==> config.mk <==
export PLATFORM = sky130hd
export DESIGN_NAME = debug_bus_master_flat
export DESIGN_NICKNAME = d
export VERILOG_FILES = /design/src/rtl/debug_bus_master_pkg.sv /design/src/rtl/debug_bus_master_if.sv /design/src/rtl/debug_bus_master_frame_timeout_counter.sv /design/src/rtl/debug_bus_master.sv /design/src/flat_wrapper.sv
export SDC_FILE = /design/constraint.sdc
export NUM_CORES = 1
export LEC_CHECK = 0
export BUFFER_PORTS_ARGS = -buffer_cell sky130_fd_sc_hd__buf_2
export CAP_MARGIN = 25
export CORE_MARGIN = 3
export CORE_UTILIZATION = 35
export CTS_CLUSTER_SIZE = 14
export DETAILED_ROUTE_END_ITERATION = 10
export GPL_TIMING_DRIVEN = 0
export MAX_ROUTING_LAYER = met4
export PLACE_DENSITY_LB_ADDON = 0.05
export SLEW_MARGIN = 20
export SYNTH_ARGS = -nofsm -noshare
export SYNTH_HDL_FRONTEND = slang
export SYNTH_SLANG_ARGS = --single-unit
export TNS_END_PERCENT = 20
==> constraint.sdc <==
create_clock -name clock -period 2.4 [get_ports clock]
set_clock_uncertainty 0.2 [all_clocks]
set_input_delay 0 -clock clock [delete_from_list [all_inputs] [get_ports clock]]
set_output_delay 0 -clock clock [all_outputs]
set_load 0.02 [all_outputs]
==> src/rtl/debug_bus_master_pkg.sv <==
// Shared constants and state encoding for the UART-driven debug bus master.
package debug_bus_master_pkg;

  localparam logic [7:0] CMD_READ  = 8'h52;
  localparam logic [7:0] CMD_WRITE = 8'h57;
  localparam logic [7:0] RESP_ACK  = 8'h4B;
  localparam logic [7:0] RESP_ERR  = 8'h3F;

  typedef enum logic [2:0] {
    ST_IDLE,
    ST_ADDR,
    ST_DATA,
    ST_GRANT,
    ST_ACCESS,
    ST_WAIT,
    ST_RESP
  } state_t;

endpackage

==> src/rtl/debug_bus_master_if.sv <==
// Byte stream and processor data-bus signals of the debug bus master.
// The master modport is the block's view, slave is the surrounding system.
interface debug_bus_master_if;

  logic [7:0]  rx_byte;
  logic        rx_valid;
  logic        rx_ready;
  logic [7:0]  tx_byte;
  logic        tx_valid;
  logic        tx_ready;
  logic        bus_hold;
  logic        bus_grant;
  logic [31:0] bus_address;
  logic        bus_read;
  logic        bus_write;
  logic [31:0] bus_write_data;
  logic [31:0] bus_read_data;
  logic        frame_error;

  modport master (
    input  rx_byte, rx_valid, tx_ready, bus_grant, bus_read_data,
    output rx_ready, tx_byte, tx_valid, bus_hold, bus_address,
           bus_read, bus_write, bus_write_data, frame_error
  );

  modport slave (
    output rx_byte, rx_valid, tx_ready, bus_grant, bus_read_data,
    input  rx_ready, tx_byte, tx_valid, bus_hold, bus_address,
           bus_read, bus_write, bus_write_data, frame_error
  );

endinterface

==> src/rtl/debug_bus_master_frame_timeout_counter.sv <==
// Counts idle cycles inside a frame; expire fires once TIMEOUT_CYCLES
// cycles have passed since the last accepted byte.
module frame_timeout_counter #(
  parameter int TIMEOUT_CYCLES = 1000000
) (
  input  logic clock,
  input  logic reset,
  input  logic enable,
  input  logic reload,
  output logic expire
);

  localparam int CW = $clog2(TIMEOUT_CYCLES + 1);

  logic [CW-1:0] count;

  assign expire = enable && !reload && (count == CW'(TIMEOUT_CYCLES - 1));

  // Idle-cycle counter, cleared outside frames, on each byte and on expiry.
  always_ff @(posedge clock or negedge reset) begin
    if (!reset) begin
      count <= '0;
    end else if (!enable || reload || expire) begin
      count <= '0;
    end else begin
      count <= count + CW'(1);
    end
  end

endmodule

==> src/rtl/debug_bus_master.sv <==
// Debug bus master: decodes read/write frames from a UART byte stream,
// takes ownership of the processor data bus and returns the result.
module debug_bus_master
  import debug_bus_master_pkg::*;
#(
  parameter int READ_LATENCY   = 1,
  parameter int TIMEOUT_CYCLES = 1000000
) (
  input logic                 clock,
  input logic                 reset,
  debug_bus_master_if.master  bus
);

  state_t      state, state_n;
  logic [1:0]  byte_cnt, byte_cnt_n;
  logic [1:0]  wait_cnt, wait_cnt_n;
  logic        is_write, is_write_n;
  logic [31:0] address, address_n;
  logic [31:0] write_data, write_data_n;
  logic [31:0] resp_data, resp_data_n;
  logic [7:0]  tx_byte, tx_byte_n;
  logic        tx_valid, tx_valid_n;
  logic        hold, hold_n;
  logic        read_strobe, read_strobe_n;
  logic        write_strobe, write_strobe_n;
  logic        error, error_n;
  logic        rx_ready, rx_fire, tx_fire, expire, in_frame;

  assign in_frame = (state == ST_ADDR) || (state == ST_DATA);
  assign rx_ready = ((state == ST_IDLE) || in_frame) && !tx_valid;
  assign rx_fire  = bus.rx_valid && rx_ready;
  assign tx_fire  = tx_valid && bus.tx_ready;

  assign bus.rx_ready       = rx_ready;
  assign bus.tx_byte        = tx_byte;
  assign bus.tx_valid       = tx_valid;
  assign bus.bus_hold       = hold;
  assign bus.bus_address    = address;
  assign bus.bus_read       = read_strobe;
  assign bus.bus_write      = write_strobe;
  assign bus.bus_write_data = write_data;
  assign bus.frame_error    = error;

  frame_timeout_counter #(.TIMEOUT_CYCLES(TIMEOUT_CYCLES)) u_timeout (
    .clock  (clock),
    .reset  (reset),
    .enable (in_frame),
    .reload (rx_fire),
    .expire (expire)
  );

  // State and datapath registers; reset abandons any frame or access.
  always_ff @(posedge clock or negedge reset) begin
    if (!reset) begin
      state        <= ST_IDLE;
      byte_cnt     <= '0;
      wait_cnt     <= '0;
      is_write     <= 1'b0;
      address      <= '0;
      write_data   <= '0;
      resp_data    <= '0;
      tx_byte      <= '0;
      tx_valid     <= 1'b0;
      hold         <= 1'b0;
      read_strobe  <= 1'b0;
      write_strobe <= 1'b0;
      error        <= 1'b0;
    end else begin
      state        <= state_n;
      byte_cnt     <= byte_cnt_n;
      wait_cnt     <= wait_cnt_n;
      is_write     <= is_write_n;
      address      <= address_n;
      write_data   <= write_data_n;
      resp_data    <= resp_data_n;
      tx_byte      <= tx_byte_n;
      tx_valid     <= tx_valid_n;
      hold         <= hold_n;
      read_strobe  <= read_strobe_n;
      write_strobe <= write_strobe_n;
      error        <= error_n;
    end
  end

  // Frame decode, bus sequencing and response generation.
  always_comb begin
    state_n        = state;
    byte_cnt_n     = byte_cnt;
    wait_cnt_n     = wait_cnt;
    is_write_n     = is_write;
    address_n      = address;
    write_data_n   = write_data;
    resp_data_n    = resp_data;
    tx_byte_n      = tx_byte;
    tx_valid_n     = tx_valid;
    read_strobe_n  = 1'b0;
    write_strobe_n = 1'b0;
    error_n        = 1'b0;

    case (state)
      ST_IDLE: begin
        if (tx_fire) tx_valid_n = 1'b0;
        if (rx_fire) begin
          byte_cnt_n = '0;
          if (bus.rx_byte == CMD_READ) begin
            is_write_n = 1'b0;
            state_n    = ST_ADDR;
          end else if (bus.rx_byte == CMD_WRITE) begin
            is_write_n = 1'b1;
            state_n    = ST_ADDR;
          end else begin
            tx_byte_n  = RESP_ERR;
            tx_valid_n = 1'b1;
            error_n    = 1'b1;
          end
        end
      end
      ST_ADDR: begin
        if (expire) begin
          state_n    = ST_IDLE;
          byte_cnt_n = '0;
          error_n    = 1'b1;
        end else if (rx_fire) begin
          address_n  = {address[23:0], bus.rx_byte};
          byte_cnt_n = byte_cnt + 2'd1;
          if (byte_cnt == 2'd3) state_n = is_write ? ST_DATA : ST_GRANT;
        end
      end
      ST_DATA: begin
        if (expire) begin
          state_n    = ST_IDLE;
          byte_cnt_n = '0;
          error_n    = 1'b1;
        end else if (rx_fire) begin
          write_data_n = {write_data[23:0], bus.rx_byte};
          byte_cnt_n   = byte_cnt + 2'd1;
          if (byte_cnt == 2'd3) state_n = ST_GRANT;
        end
      end
      ST_GRANT: begin
        if (bus.bus_grant) begin
          state_n        = ST_ACCESS;
          read_strobe_n  = !is_write;
          write_strobe_n = is_write;
        end
      end
      ST_ACCESS: begin
        if (is_write) begin
          state_n    = ST_RESP;
          tx_byte_n  = RESP_ACK;
          tx_valid_n = 1'b1;
        end else begin
          state_n    = ST_WAIT;
          wait_cnt_n = '0;
        end
      end
      ST_WAIT: begin
        if (wait_cnt == 2'(READ_LATENCY - 1)) begin
          resp_data_n = bus.bus_read_data;
          tx_byte_n   = bus.bus_read_data[31:24];
          tx_valid_n  = 1'b1;
          byte_cnt_n  = '0;
          state_n     = ST_RESP;
        end else begin
          wait_cnt_n = wait_cnt + 2'd1;
        end
      end
      ST_RESP: begin
        if (tx_fire) begin
          if (is_write || byte_cnt == 2'd3) begin
            tx_valid_n = 1'b0;
            byte_cnt_n = '0;
            state_n    = ST_IDLE;
          end else begin
            byte_cnt_n  = byte_cnt + 2'd1;
            resp_data_n = {resp_data[23:0], 8'h00};
            tx_byte_n   = resp_data[23:16];
          end
        end
      end
      default: state_n = ST_IDLE;
    endcase

    hold_n = (state_n == ST_GRANT) || (state_n == ST_ACCESS) || (state_n == ST_WAIT);
  end

endmodule

==> src/flat_wrapper.sv <==
// flat-port wrapper written by rule: the top's interface ports become plain ports
module debug_bus_master_flat import debug_bus_master_pkg::*;
#(
  parameter int READ_LATENCY   = 1,
  parameter int TIMEOUT_CYCLES = 1000000
)
  (clock, reset, bus_rx_byte, bus_rx_valid, bus_tx_ready, bus_bus_grant, bus_bus_read_data, bus_rx_ready, bus_tx_byte, bus_tx_valid, bus_bus_hold, bus_bus_address, bus_bus_read, bus_bus_write, bus_bus_write_data, bus_frame_error);
  debug_bus_master_if bus_i ();
  input logic clock;
  input logic reset;
  input wire logic [$bits(bus_i.rx_byte)-1:0] bus_rx_byte;
  input wire logic [$bits(bus_i.rx_valid)-1:0] bus_rx_valid;
  input wire logic [$bits(bus_i.tx_ready)-1:0] bus_tx_ready;
  input wire logic [$bits(bus_i.bus_grant)-1:0] bus_bus_grant;
  input wire logic [$bits(bus_i.bus_read_data)-1:0] bus_bus_read_data;
  output wire logic [$bits(bus_i.rx_ready)-1:0] bus_rx_ready;
  output wire logic [$bits(bus_i.tx_byte)-1:0] bus_tx_byte;
  output wire logic [$bits(bus_i.tx_valid)-1:0] bus_tx_valid;
  output wire logic [$bits(bus_i.bus_hold)-1:0] bus_bus_hold;
  output wire logic [$bits(bus_i.bus_address)-1:0] bus_bus_address;
  output wire logic [$bits(bus_i.bus_read)-1:0] bus_bus_read;
  output wire logic [$bits(bus_i.bus_write)-1:0] bus_bus_write;
  output wire logic [$bits(bus_i.bus_write_data)-1:0] bus_bus_write_data;
  output wire logic [$bits(bus_i.frame_error)-1:0] bus_frame_error;
  assign bus_i.rx_byte = bus_rx_byte;
  assign bus_i.rx_valid = bus_rx_valid;
  assign bus_i.tx_ready = bus_tx_ready;
  assign bus_i.bus_grant = bus_bus_grant;
  assign bus_i.bus_read_data = bus_bus_read_data;
  assign bus_rx_ready = bus_i.rx_ready;
  assign bus_tx_byte = bus_i.tx_byte;
  assign bus_tx_valid = bus_i.tx_valid;
  assign bus_bus_hold = bus_i.bus_hold;
  assign bus_bus_address = bus_i.bus_address;
  assign bus_bus_read = bus_i.bus_read;
  assign bus_bus_write = bus_i.bus_write;
  assign bus_bus_write_data = bus_i.bus_write_data;
  assign bus_frame_error = bus_i.frame_error;
  debug_bus_master #(.READ_LATENCY(READ_LATENCY), .TIMEOUT_CYCLES(TIMEOUT_CYCLES)) u_core (.clock(clock), .reset(reset), .bus(bus_i));
endmodule
==> impl_metrics.yaml <==
routing:
  vias_per_cell: 4.76
  route.detailed.drc: 0
  wirelength_um: 13700
  drt_iter0_markers: 191
  first_pass_iters: 4
  highest_layer: "met4"
  route.detailed.wl_per_inst_um: 14.7
  vias: 4408
  antenna_left: 0
  wl_met2_um: 6580
  m1WireLength_um: 6360
  wl_met3_um: 619
run_status:
  run_status: "finished clean"
synth:
  syn-num-nets: 559
  synth_seq_area_share_pct: 56.1
  syn_area_per_cell_um2: 11.3
  synth-edff-count: 0
  yosys-top-cells-area: "dfrtp_1, mux2_2, nand2_1"
  netlist.area_leader.share_pct: 56.1
  yosysWarnings: 0
  async_reset_ff_share_pct: 100
  yosysMostFrequentCell: "dfrtp_1"
  synth_top_cell_by_area: "dfrtp_1"
  synth_cells: 511
  syn_area_um2: 5750
  ys_types: 47
  synth_seq_cells: 129
  yosys-top-cells-count: "dfrtp_1, mux2_2, nand2_1, nor2_1, o21ai_0"
  ys.flop_type: "dfrtp_1"
place:
  placed_cell_area_um2: 6670
  dp_cells: 850
  place_hpwl_um: 9600
  gp_congestion: 0.822
  port_buffers: 122
min_path:
  hold_class: "input port to flip-flop"
  hold_depth: 4
  min_to: "u_core.resp_data[2]"
  min_from: "bus_bus_read_data[2]"
setup_path:
  r2r-start: "u_core.byte_cnt[0]"
  crit_arrival_ns: 2.39
  crit_path_max_fanout: 8
  rr_endpoint: "u_core.bus.tx_byte[5]"
  end_kind: "flip-flop"
  startpoint_type: "flip-flop"
  r2r_slack_ns: 0.1
  rr_worst_depth: 6
  critPathKind: "flip-flop to flip-flop"
  required_ns: 2.49
sta:
  tightest_slew_ns: 0.516
  final_max_slew_viol_count: 0
  setup_viol: 0
  rsz0062_at_grt: "yes"
  slew_headroom_pct: 65.6
  fmaxAchievable_ghz: 0.435
  fin_crit_ns: 2.30
  min_period_over_period_pct: 95.9
  hold_violations: 0
cts:
  cts_root_buffer: "clkbuf_16"
  cts.htree.levels: 4
  clockBufferDepth: 2
  cts.reportedPaths.clkPinSlew_ns: 0.06
  cts_inserted_buffers: 17
  cts_sinks: 129
  clkLatencyLatePin_ns: 0.41
  cts_tree: "yes"
die:
  initial_core_util_pct: 35.9
  die_w_um: 134
  io_pins: 123
  die_y_um: 134
  die-area_um2: 18000
  rows: 46
  coreArea_um2: 16000
global_routing:
  grt_pass1_vias: 4396
  grt.total_usage_pct: 16.2
  grt-ovfl-total: 0
  grt_pass1_wl_um: 22500
  grt_antenna_before_repair: 0
  grt_max_degree: 69
layout:
  area.growth.synth_to_final_pct: 35.0
  drive_gt1_share_pct: 35.2
  fin_cells: 927
  fin_nets: 746
  num_antenna_cells: 0
  fin_area_um2: 7770
run:
  drv_cap: 0
power_and_ir_drop:
  leakagePower_nw: 3.73
  power_density_nw_per_um2: 1230
  ir_worst_vdd_mv: 0.537
==> sequential cells by signal (all words and copies together), names as in the netlist, 2 cells and up <==
name                       flops
u_core.bus.bus_address        32
u_core.bus.bus_write_data     32
u_core.resp_data              24
u_core.u_timeout.count        20
u_core.bus.tx_byte             8
u_core.state                   3
u_core.byte_cnt                2
u_core.wait_cnt                2
==> worst max path at each step <==
stage | from | end | slack, ns | cells past startpoint
3_3_place_gp | reset | u_core.resp_data[5] | -0.65 | 1
5_1_grt | u_core.u_timeout.count[0] | u_core.byte_cnt[0] | -0.02 | 7
2_1_floorplan | u_core.state[0] | u_core.bus.tx_byte[0] | 0.15 | 8
3_5_place_dp | u_core.u_timeout.count[0] | u_core.u_timeout.count[15] | -0.08 | 7
6_report | u_core.byte_cnt[0] | u_core.bus.tx_byte[5] | 0.1 | 6
4_1_cts | u_core.byte_cnt[0] | u_core.resp_data[23] | 0.01 | 7
==> where the power goes <==
part           switching (mW)  internal, mW
Sequential              0.466          2.92
Combinational            2.04          1.50
Clock                   0.950          1.69
Total                    3.45          6.11
==> cell families after synthesis <==
logic type               share of synthesized area (%)
AO/OA/AOI/OAI                                     8.83
adder cells (fa/ha/maj)                          0.653
buffers and inverters                             3.83
flip-flops                                        56.1
multiplexers                                      14.7
XOR/XNOR                                          2.89
AND/OR/NAND/NOR                                   13.0
==> critical path: stages (launching register included) <==
cell,delay (ns)
dfrtp_1,0.39
ha_1,0.30
nor4b_4,0.34
o21ai_1,0.13
a221o_1,0.37
buf_6,0.16
mux2_4,0.29
==> cells in the final DEF, fill, tap and decap left out, drive strengths merged, types with 5 or more instances in the layout <==
cell / instances
dfrtp: 129
buf: 140
xor2: 10
inv: 21
nor2b: 5
mux2: 71
nand4: 5
a21oi: 14
xnor2: 9
nand3: 16
dlygate4sd3: 45
o21ai: 23
nor2: 53
clkinv: 5
clkbuf: 31
nand2: 55
a31oi: 18
and3: 5
==> layout make-up <==
cell class,instances,area [um2]
Buffer,27,154
Clock buffer,20,457
Clock inverter,12,155
Fill cell,1531,8230
Inverter,19,71.3
Multi-Input combinational cell,335,2320
Sequential cell,129,3230
Tap cell,216,270
Timing Repair Buffer,169,1110
==> per-stage QoR <==
stage	hold WS [ns]	util, %	setup WS (ns)	TNS (ns)	power [mW]
after detailed placement	-0.229	41.7	-0.0819	-1.62	6.91
final	0.154	48.5	0.0989	0	9.56
after global routing	0.141	48.5	-0.0150	-0.0203	10.2
after floorplan	-0.496	-	0.153	0	5.75
after CTS	0.118	48.4	0.0101	0	9.68
after global placement	0.0247	41.5	-0.646	-82.89	6.85
==> layer usage <==
layer  GRT usage (%)  vias to the layer above
met5               -                        -
met4            5.66                        0
met1            20.8                     2147
met3            3.83                        7
li1                -                     2145
met2            25.4                      109
==> what timing repair did <==
action	in CTS	in global routing
endpoints found under the hold margin	185	0
endpoints found under the setup margin	39	33
setup buffers	0	1
resized for setup	3	11
pin swaps	0	1
hold buffers	45	0
cloned	0	0
Power figures use the tool's default switching activity.
